===== config.mk =====
export PLATFORM = sky130hd
export DESIGN_NAME = spi_slave
export DESIGN_NICKNAME = d
export VERILOG_FILES = /design/src/rtl/spi_sync.sv /design/src/rtl/spi_slave.sv
export SDC_FILE = /design/constraint.sdc
export NUM_CORES = 1
export LEC_CHECK = 0
export ABC_AREA = 0
export CORE_MARGIN = 5
export CORE_UTILIZATION = 35
export CTS_BUF_LIST = sky130_fd_sc_hd__clkbuf_4 sky130_fd_sc_hd__clkbuf_8 sky130_fd_sc_hd__clkbuf_16
export DETAILED_ROUTE_END_ITERATION = 7
export GPL_TIMING_DRIVEN = 0
export SLEW_MARGIN = 10
export SYNTH_ARGS = -nofsm -noshare
export SYNTH_HDL_FRONTEND = slang
export SYNTH_SLANG_ARGS = --single-unit

===== constraint.sdc =====
create_clock -name clk -period 5.6 [get_ports clk]
set_input_delay 1.68 -clock clk [delete_from_list [all_inputs] [get_ports clk]]
set_output_delay 1.68 -clock clk [all_outputs]
set_load 0.02 [all_outputs]

===== src/rtl/spi_sync.sv =====
// spi_sync -- multi-stage flip-flop synchronizer for one asynchronous input.
//   Shared by the SPI target and the SPI master.
// Parameters:
//   STAGES     number of flip-flop stages (2 or more)
//   RESET_VAL  value every stage takes while reset is high
// Ports:
//   clk    in   destination clock
//   reset  in   asynchronous, active-high reset
//   d      in   asynchronous input
//   q      out  synchronized output, STAGES clk cycles behind d
module spi_sync #(
  parameter int   STAGES    = 2,
  parameter logic RESET_VAL = 1'b0
) (
  input  logic clk,
  input  logic reset,
  input  logic d,
  output logic q
);

  logic [STAGES-1:0] sync_reg;

  always_ff @(posedge clk or posedge reset) begin
    if (reset) begin
      sync_reg <= {STAGES{RESET_VAL}};
    end else begin
      sync_reg <= {sync_reg[STAGES-2:0], d};
    end
  end

  assign q = sync_reg[STAGES-1];

endmodule


===== src/rtl/spi_slave.sv =====
// spi_slave -- SPI mode-0 (CPOL=0, CPHA=0) target, MSB first.
//   spi_clk / spi_cs_n / spi_mosi are oversampled in the clk domain
//   (clk must be at least 8x spi_clk). One received byte is returned per
//   byte slot; spi_miso is driven from a single-entry transmit buffer.
// Parameters:
//   DATA_W       bits per SPI byte
//   SYNC_STAGES  synchronizer depth on each SPI input (2 or more)
// Ports:
//   clk, reset         system clock, asynchronous active-high reset
//   spi_clk/cs_n/mosi  SPI pins from the master
//   spi_miso           target-out data
//   spi_miso_oe        1 = drive the spi_miso pad
//   tx_data/tx_valid   byte offered to the transmit buffer
//   tx_ready           buffer empty; tx_valid & tx_ready loads tx_data
//   rx_data/rx_valid   last complete received byte, 1-cycle update pulse
//   busy               synchronized chip select is active
//   tx_underrun        1-cycle pulse when a byte slot starts with no data
module spi_slave #(
  parameter int DATA_W      = 8,
  parameter int SYNC_STAGES = 2
) (
  input  logic              clk,
  input  logic              reset,
  input  logic              spi_clk,
  input  logic              spi_cs_n,
  input  logic              spi_mosi,
  output logic              spi_miso,
  output logic              spi_miso_oe,
  input  logic [DATA_W-1:0] tx_data,
  input  logic              tx_valid,
  output logic              tx_ready,
  output logic [DATA_W-1:0] rx_data,
  output logic              rx_valid,
  output logic              busy,
  output logic              tx_underrun
);

  localparam int CNT_W = $clog2(DATA_W + 1);
  localparam logic [CNT_W-1:0] LAST_BIT = CNT_W'(DATA_W - 1);

  typedef enum logic [1:0] {
    ST_IDLE  = 2'd0,
    ST_LOAD  = 2'd1,
    ST_SHIFT = 2'd2
  } state_t;

  // Synchronized pins and edge detection
  logic sclk_s, cs_n_s, mosi_s;
  logic sclk_prev_reg, cs_prev_reg;
  logic sclk_rise, sclk_fall, cs_fall, cs_rise;

  spi_sync #(.STAGES(SYNC_STAGES), .RESET_VAL(1'b0)) u_sync_sclk (
    .clk(clk), .reset(reset), .d(spi_clk), .q(sclk_s)
  );
  spi_sync #(.STAGES(SYNC_STAGES), .RESET_VAL(1'b1)) u_sync_cs (
    .clk(clk), .reset(reset), .d(spi_cs_n), .q(cs_n_s)
  );
  spi_sync #(.STAGES(SYNC_STAGES), .RESET_VAL(1'b0)) u_sync_mosi (
    .clk(clk), .reset(reset), .d(spi_mosi), .q(mosi_s)
  );

  assign sclk_rise = sclk_s & ~sclk_prev_reg;
  assign sclk_fall = ~sclk_s & sclk_prev_reg;
  assign cs_fall   = ~cs_n_s & cs_prev_reg;
  assign cs_rise   = cs_n_s & ~cs_prev_reg;

  // State
  state_t            state_reg, state_next;
  logic [DATA_W-1:0] buf_reg, buf_next;
  logic              buf_full_reg, buf_full_next;
  logic [DATA_W-1:0] tx_shift_reg, tx_shift_next;
  logic [DATA_W-1:0] rx_shift_reg, rx_shift_next;
  logic [CNT_W-1:0]  bit_cnt_reg, bit_cnt_next;
  logic [DATA_W-1:0] rx_data_reg, rx_data_next;
  logic              rx_valid_reg, rx_valid_next;
  logic              tx_underrun_reg, tx_underrun_next;
  logic              miso_reg, miso_next;
  logic              miso_oe_reg, miso_oe_next;
  logic              busy_reg, busy_next;
  logic              reload_reg, reload_next;
  logic              urun_pending_reg, urun_pending_next;
  logic              armed_reg, armed_next;

  logic              consume;
  logic [DATA_W-1:0] slot_word;

  always_ff @(posedge clk or posedge reset) begin
    if (reset) begin
      sclk_prev_reg    <= 1'b0;
      cs_prev_reg      <= 1'b1;
      state_reg        <= ST_IDLE;
      buf_reg          <= '0;
      buf_full_reg     <= 1'b0;
      tx_shift_reg     <= '0;
      rx_shift_reg     <= '0;
      bit_cnt_reg      <= '0;
      rx_data_reg      <= '0;
      rx_valid_reg     <= 1'b0;
      tx_underrun_reg  <= 1'b0;
      miso_reg         <= 1'b0;
      miso_oe_reg      <= 1'b0;
      busy_reg         <= 1'b0;
      reload_reg       <= 1'b0;
      urun_pending_reg <= 1'b0;
      armed_reg        <= 1'b0;
    end else begin
      sclk_prev_reg    <= sclk_s;
      cs_prev_reg      <= cs_n_s;
      state_reg        <= state_next;
      buf_reg          <= buf_next;
      buf_full_reg     <= buf_full_next;
      tx_shift_reg     <= tx_shift_next;
      rx_shift_reg     <= rx_shift_next;
      bit_cnt_reg      <= bit_cnt_next;
      rx_data_reg      <= rx_data_next;
      rx_valid_reg     <= rx_valid_next;
      tx_underrun_reg  <= tx_underrun_next;
      miso_reg         <= miso_next;
      miso_oe_reg      <= miso_oe_next;
      busy_reg         <= busy_next;
      reload_reg       <= reload_next;
      urun_pending_reg <= urun_pending_next;
      armed_reg        <= armed_next;
    end
  end

  // Word that a starting byte slot takes from the buffer; zeros when empty.
  assign slot_word = buf_full_reg ? buf_reg : '0;

  always_comb begin
    state_next        = state_reg;
    buf_next          = buf_reg;
    buf_full_next     = buf_full_reg;
    tx_shift_next     = tx_shift_reg;
    rx_shift_next     = rx_shift_reg;
    bit_cnt_next      = bit_cnt_reg;
    rx_data_next      = rx_data_reg;
    rx_valid_next     = 1'b0;
    tx_underrun_next  = 1'b0;
    miso_next         = miso_reg;
    miso_oe_next      = miso_oe_reg;
    busy_next         = busy_reg;
    reload_next       = reload_reg;
    urun_pending_next = urun_pending_reg;
    armed_next        = armed_reg;
    consume           = 1'b0;

    case (state_reg)
      ST_IDLE: begin
        miso_oe_next = 1'b0;
        busy_next    = 1'b0;
        miso_next    = 1'b0;
        bit_cnt_next = '0;
        if (cs_fall) begin
          state_next = ST_LOAD;
        end
      end

      ST_LOAD: begin
        consume           = 1'b1;
        tx_shift_next     = slot_word;
        tx_underrun_next  = ~buf_full_reg;
        miso_next         = slot_word[DATA_W-1];
        miso_oe_next      = 1'b1;
        busy_next         = 1'b1;
        bit_cnt_next      = '0;
        rx_shift_next     = '0;
        reload_next       = 1'b0;
        urun_pending_next = 1'b0;
        // A master that drops cs with spi_clk high is in error; ignore
        // edges until spi_clk has been seen low.
        armed_next        = ~sclk_s;
        state_next        = ST_SHIFT;
      end

      ST_SHIFT: begin
        if (!sclk_s) begin
          armed_next = 1'b1;
        end
        if (armed_reg && sclk_rise) begin
          rx_shift_next = {rx_shift_reg[DATA_W-2:0], mosi_s};
          // A reloaded slot only counts as started once its first bit is
          // clocked, so the trailing fall of a frame's last byte never
          // reports an underrun for a slot that does not happen.
          if (urun_pending_reg) begin
            tx_underrun_next  = 1'b1;
            urun_pending_next = 1'b0;
          end
          if (bit_cnt_reg == LAST_BIT) begin
            rx_data_next  = {rx_shift_reg[DATA_W-2:0], mosi_s};
            rx_valid_next = 1'b1;
            bit_cnt_next  = '0;
            reload_next   = 1'b1;
          end else begin
            bit_cnt_next = bit_cnt_reg + 1'b1;
          end
        end
        if (armed_reg && sclk_fall) begin
          if (reload_reg) begin
            consume           = 1'b1;
            tx_shift_next     = slot_word;
            miso_next         = slot_word[DATA_W-1];
            urun_pending_next = ~buf_full_reg;
            reload_next       = 1'b0;
          end else begin
            tx_shift_next = {tx_shift_reg[DATA_W-2:0], 1'b0};
            miso_next     = tx_shift_reg[DATA_W-2];
          end
        end
      end

      default: begin
        state_next = ST_IDLE;
      end
    endcase

    // Chip select release aborts the frame from any state.
    if (cs_rise) begin
      state_next        = ST_IDLE;
      bit_cnt_next      = '0;
      miso_oe_next      = 1'b0;
      busy_next         = 1'b0;
      miso_next         = 1'b0;
      reload_next       = 1'b0;
      urun_pending_next = 1'b0;
      armed_next        = 1'b0;
    end

    // Consume before load: a byte arriving in the same cycle as a slot
    // start misses that slot and waits for the next one.
    if (consume) begin
      buf_full_next = 1'b0;
    end
    if (tx_valid && !buf_full_reg) begin
      buf_next      = tx_data;
      buf_full_next = 1'b1;
    end
  end

  assign spi_miso    = miso_reg;
  assign spi_miso_oe = miso_oe_reg;
  assign tx_ready    = ~buf_full_reg;
  assign rx_data     = rx_data_reg;
  assign rx_valid    = rx_valid_reg;
  assign busy        = busy_reg;
  assign tx_underrun = tx_underrun_reg;

endmodule


==> flow_metrics.tcl, run 1 <==
set metrics [dict create \
    status "complete, no violations" \
    buffer_ports.inserted 27 \
    p_switching_uw 375 \
    gr-usage-met1_pct 14.8 \
    clk_pin_slew_ns 0.09 \
    post-place-ws_ns 2.41 \
    cellLeakagePower_uw 0.00124 \
    cts_max_path_buffers 2 \
    final_core_util_pct 44.2 \
    pwr-share-seq_pct 42.9 \
    required_ns 3.92 \
    avgRoutedWirePerCell_um 13.4 \
    wirelength_um 4220 \
    die-height_um 91.8 \
    area_of_the_core_um2 6420 \
    fillerInstances 601 \
    critPathSlowestCell "clkdlybuf4s50_1" \
    critical_path.startpoint_type "register" \
    timing.critical_path.fanout_max 10 \
    dr.first_iter.drc_count 68 \
    grt_met3_use_pct 2.70 \
    cp_num_buf_inv 3 \
    synth.lib_cells_used.distinct 38 \
    min_period_over_period_pct 61.8 \
    timing.critical_path.cells "clkbuf_1 -> inv_1 -> clkdlybuf4s50_1" \
    placed_area_um2 2730 \
    multi_input_comb_area_um2 925 \
    grt_use_met2_pct 16.9 \
    synth_top_cell_area_share_pct 52.4 \
    finClkSkew_ns 0.0104 \
    synthMuxAreaShare_pct 12.8 \
    synth_compound_gate_area_share_pct 9.51 \
    dp_hpwl_um 3010 \
    endpoint_kind "primary output" \
    dieArea_um2 8420 \
    power_report.internal_total_uw 793 \
    cts_htree_levels 2 \
    antenna_cells_inserted 0 \
    antenna_left 0 \
    grt_remaining_overflow 0 \
    finalCriticalPeriod_ns 3.46 \
    signed_area_change_from_the_synthesized_netlist_to_the_final_layout_pct 21.4 \
    tritoncts "yes" \
    comb_power_share_pct 34.8 \
    layout_common_cells "dfrtp_1, clkdlybuf4s50_1, nand2_1" \
    edff_count_synth 0 \
    timing.setup.critical_path_class "register to primary output" \
    finalSetupViolations 0 \
    root_buffer "clkbuf_8" \
    worst-r2r-cell-count 5 \
    postSynthAreaPerCell_um2 11.6 \
    worstMarginPinSlew_ns 0.576 \
    number_of_antenna_violations_at_the_first_check_in_global_routing 0 \
    mostFrequentLayoutCell "dfrtp_1" \
    unrepaired_setup_endpoints_after_global_routing "no" \
    grt_pass1_vias 1524 \
    fin_hold_ws_ns 0.351 \
    postSynthRegisterBits 52 \
    avgViaCountPerCell 4.97 \
    grt_util_all_layers_pct 10.8 \
    net_switching_share_of_the_total_power_pct 32.1 \
    yosys-top-cells-area "dfrtp_1, mux2_2, mux2_4" \
    grt_first_pass_wirelength_um 7440 \
    min-delay-start "u_sync_sclk.sync_reg[0]" \
    floorplan.die.width_um 91.8 \
    synthesis.yosys.warnings 0 \
    finalHoldViolations 0 \
    rr_startpoint "u_sync_cs.sync_reg[1]" \
    min_delay_worst_endpoint "u_sync_sclk.sync_reg[1]" \
    critical_path.max_stage_delay_ns 0.57 \
    cts_setup_buffers 0 \
    pin_count_of_the_biggest_net_entering_global_routing 28 \
    xor_xnor_fraction_of_synth_area_pct 0 \
    place.gp.congestion 0.758 \
    yosysTopAreaCell "dfrtp_1" \
    drt_pass1_iterations 4 \
    setup_slack_ns 2.14 \
    totalNegativeSetupSlack_ns 0 \
    register_area_um2 1310 \
    remaining_drc_errors 0 \
    rows 29 \
    nNetsFinal 255 \
    asyncSetResetFlopFracSynth_pct 100 \
    power_frac_clock_pct 22.3 \
    post-route-cell-area_um2 2840 \
    ys_seq_area_share_pct 55.7 \
    timing.hold.worst.class "register to register" \
    r2r_slack_ns 3.63 \
    final_layout_size_suffix_gt1_share_pct 19.0 \
    critical-path-top-delay-family "buffers and inverters" \
    netlist_area_um2 2340 \
    drv_slew 0 \
    boundaryPins 28 \
    power_density_nw_per_um2 411 \
    critical_path_arrival_ns 1.78 \
    yosys_most_used_dff "dfrtp_1" \
    synth_top_family_by_area "simple AND/OR/NAND/NOR gates" \
    hold_path_depth 0 \
    cts-resized-gates 0 \
    clk-insertion-delay-late_ns 0.30 \
    worst_r2r_endpoint "spi_miso" \
    hold_buffers 0 \
    slew_headroom_pct 61.6 \
    simple_gate_fraction_of_synth_area_pct 14.5 \
    max_freq_ghz 0.289 \
    ir_drop_uv 191 \
    max_cap_viol_count 0 \
    clkSinkCount 52 \
    starting_density_of_the_core_pct 36.5 \
    netlist_instances 201 \
    synth_adder_area_share_pct 2.67 \
    detailroute.via_count 1561 \
    num_cts_buffers 5 \
    synth_fp_nets 220 \
    grt_busiest_layer "met2" \
]
-- worst register-to-register path, cell delays in order, from the launching register on --
cell and delay [ns]:
dfstp_2 0.54, ha_1 0.17, clkbuf_1 0.37, nor2b_1 0.17
a21oi_1 0.25, mux2_2 0.36
-- metrics by stage --
stage / std cells / power, uW
floorplan: 201 / 803
global placement: 305 / 908
detailed placement: 306 / 920
CTS: 314 / 1180
global route: 314 / 1260
finish: 314 / 1170
-- layout make-up --
class	instances	area share, %
inverter	10	1.32
clock inverter	1	1.06
tap	77	3.39
clock buffer	7	2.95
sequential	52	45.9
multi-input combinational	127	32.5
timing repair buffer	28	10.2
buffer	12	2.60
-- layer usage --
metal / wire (um) / vias to the layer above
met3: 177 / 2
met2: 1920 / 25
met1: 2110 / 766
li1: - / 768
met5: 0 / -
met4: 13 / 0
-- cells in the mapped netlist, types with 3 or more instances --
cell      count
inv_1        10
clkbuf_1      6
buf_6         3
a31oi_1       3
a21oi_1       6
o21ai_0      15
ha_1          5
mux2_2       16
mux2_4        8
nor2b_1       3
nand3b_1      9
nand4b_1      3
dfrtp_1      49
nand2_1      26
nor2_1        6
dfstp_2       3
-- cells by family after synthesis --
| family | after synthesis |
|---|---|
| compound gates | 36 |
| mux | 24 |
| buf+inv | 22 |
| simple gates | 62 |
| fa+ha+maj | 5 |
| flops | 52 |
-- power groups by stage --
stage                     logic, uW  clock network (uW)  registers (uW)
after global placement          401                   0             507
final                           407                 260             501
after global routing            457                 287             514
after floorplan                 300                   0             503
after CTS                       412                 271             502
after detailed placement        410                   0             510
-- worst max-delay path by stage --
stage	from	to	slack [ns]	cells after the start
finish	buf_full_reg	tx_ready	2.14	3
floorplan	reset	armed_reg	2.67	1
global placement	reset	busy	1.64	2
CTS	buf_full_reg	tx_ready	2.10	3
global route	buf_full_reg	tx_ready	2.01	3
detailed placement	tx_valid	buf_reg[0]	2.41	4
Note: power is estimated with default switching activity, not from simulation.
==> inputs of run 2 (changes only) <==
clock period = 3.43 ns   (was 5.6 ns; I/O delays follow)
==> results of run 2 <==
Same layout as run 1 (identical final DEF). Status: complete, no violations.
Among the figures that moved: setup slack after placement 2.41 ns -> 0.894 ns; setup slack after layout 2.14 ns -> 0.621 ns; register-to-register setup slack 3.63 ns -> 1.46 ns; total power 1170 uW -> 1910 uW; worst IR drop on VDD 191 uV -> 312 uV
==> inputs of run 3 (changes only) <==
clock period = 2.79 ns   (was 3.43 ns; I/O delays follow)
==> results of run 3 <==
Same layout as run 1 (identical final DEF). Status: complete, no violations.
Among the figures that moved: setup slack after placement 2.41 ns -> 0.446 ns; setup slack after layout 2.14 ns -> 0.173 ns; register-to-register setup slack 3.63 ns -> 0.82 ns; total power 1170 uW -> 2340 uW; worst IR drop on VDD 191 uV -> 384 uV
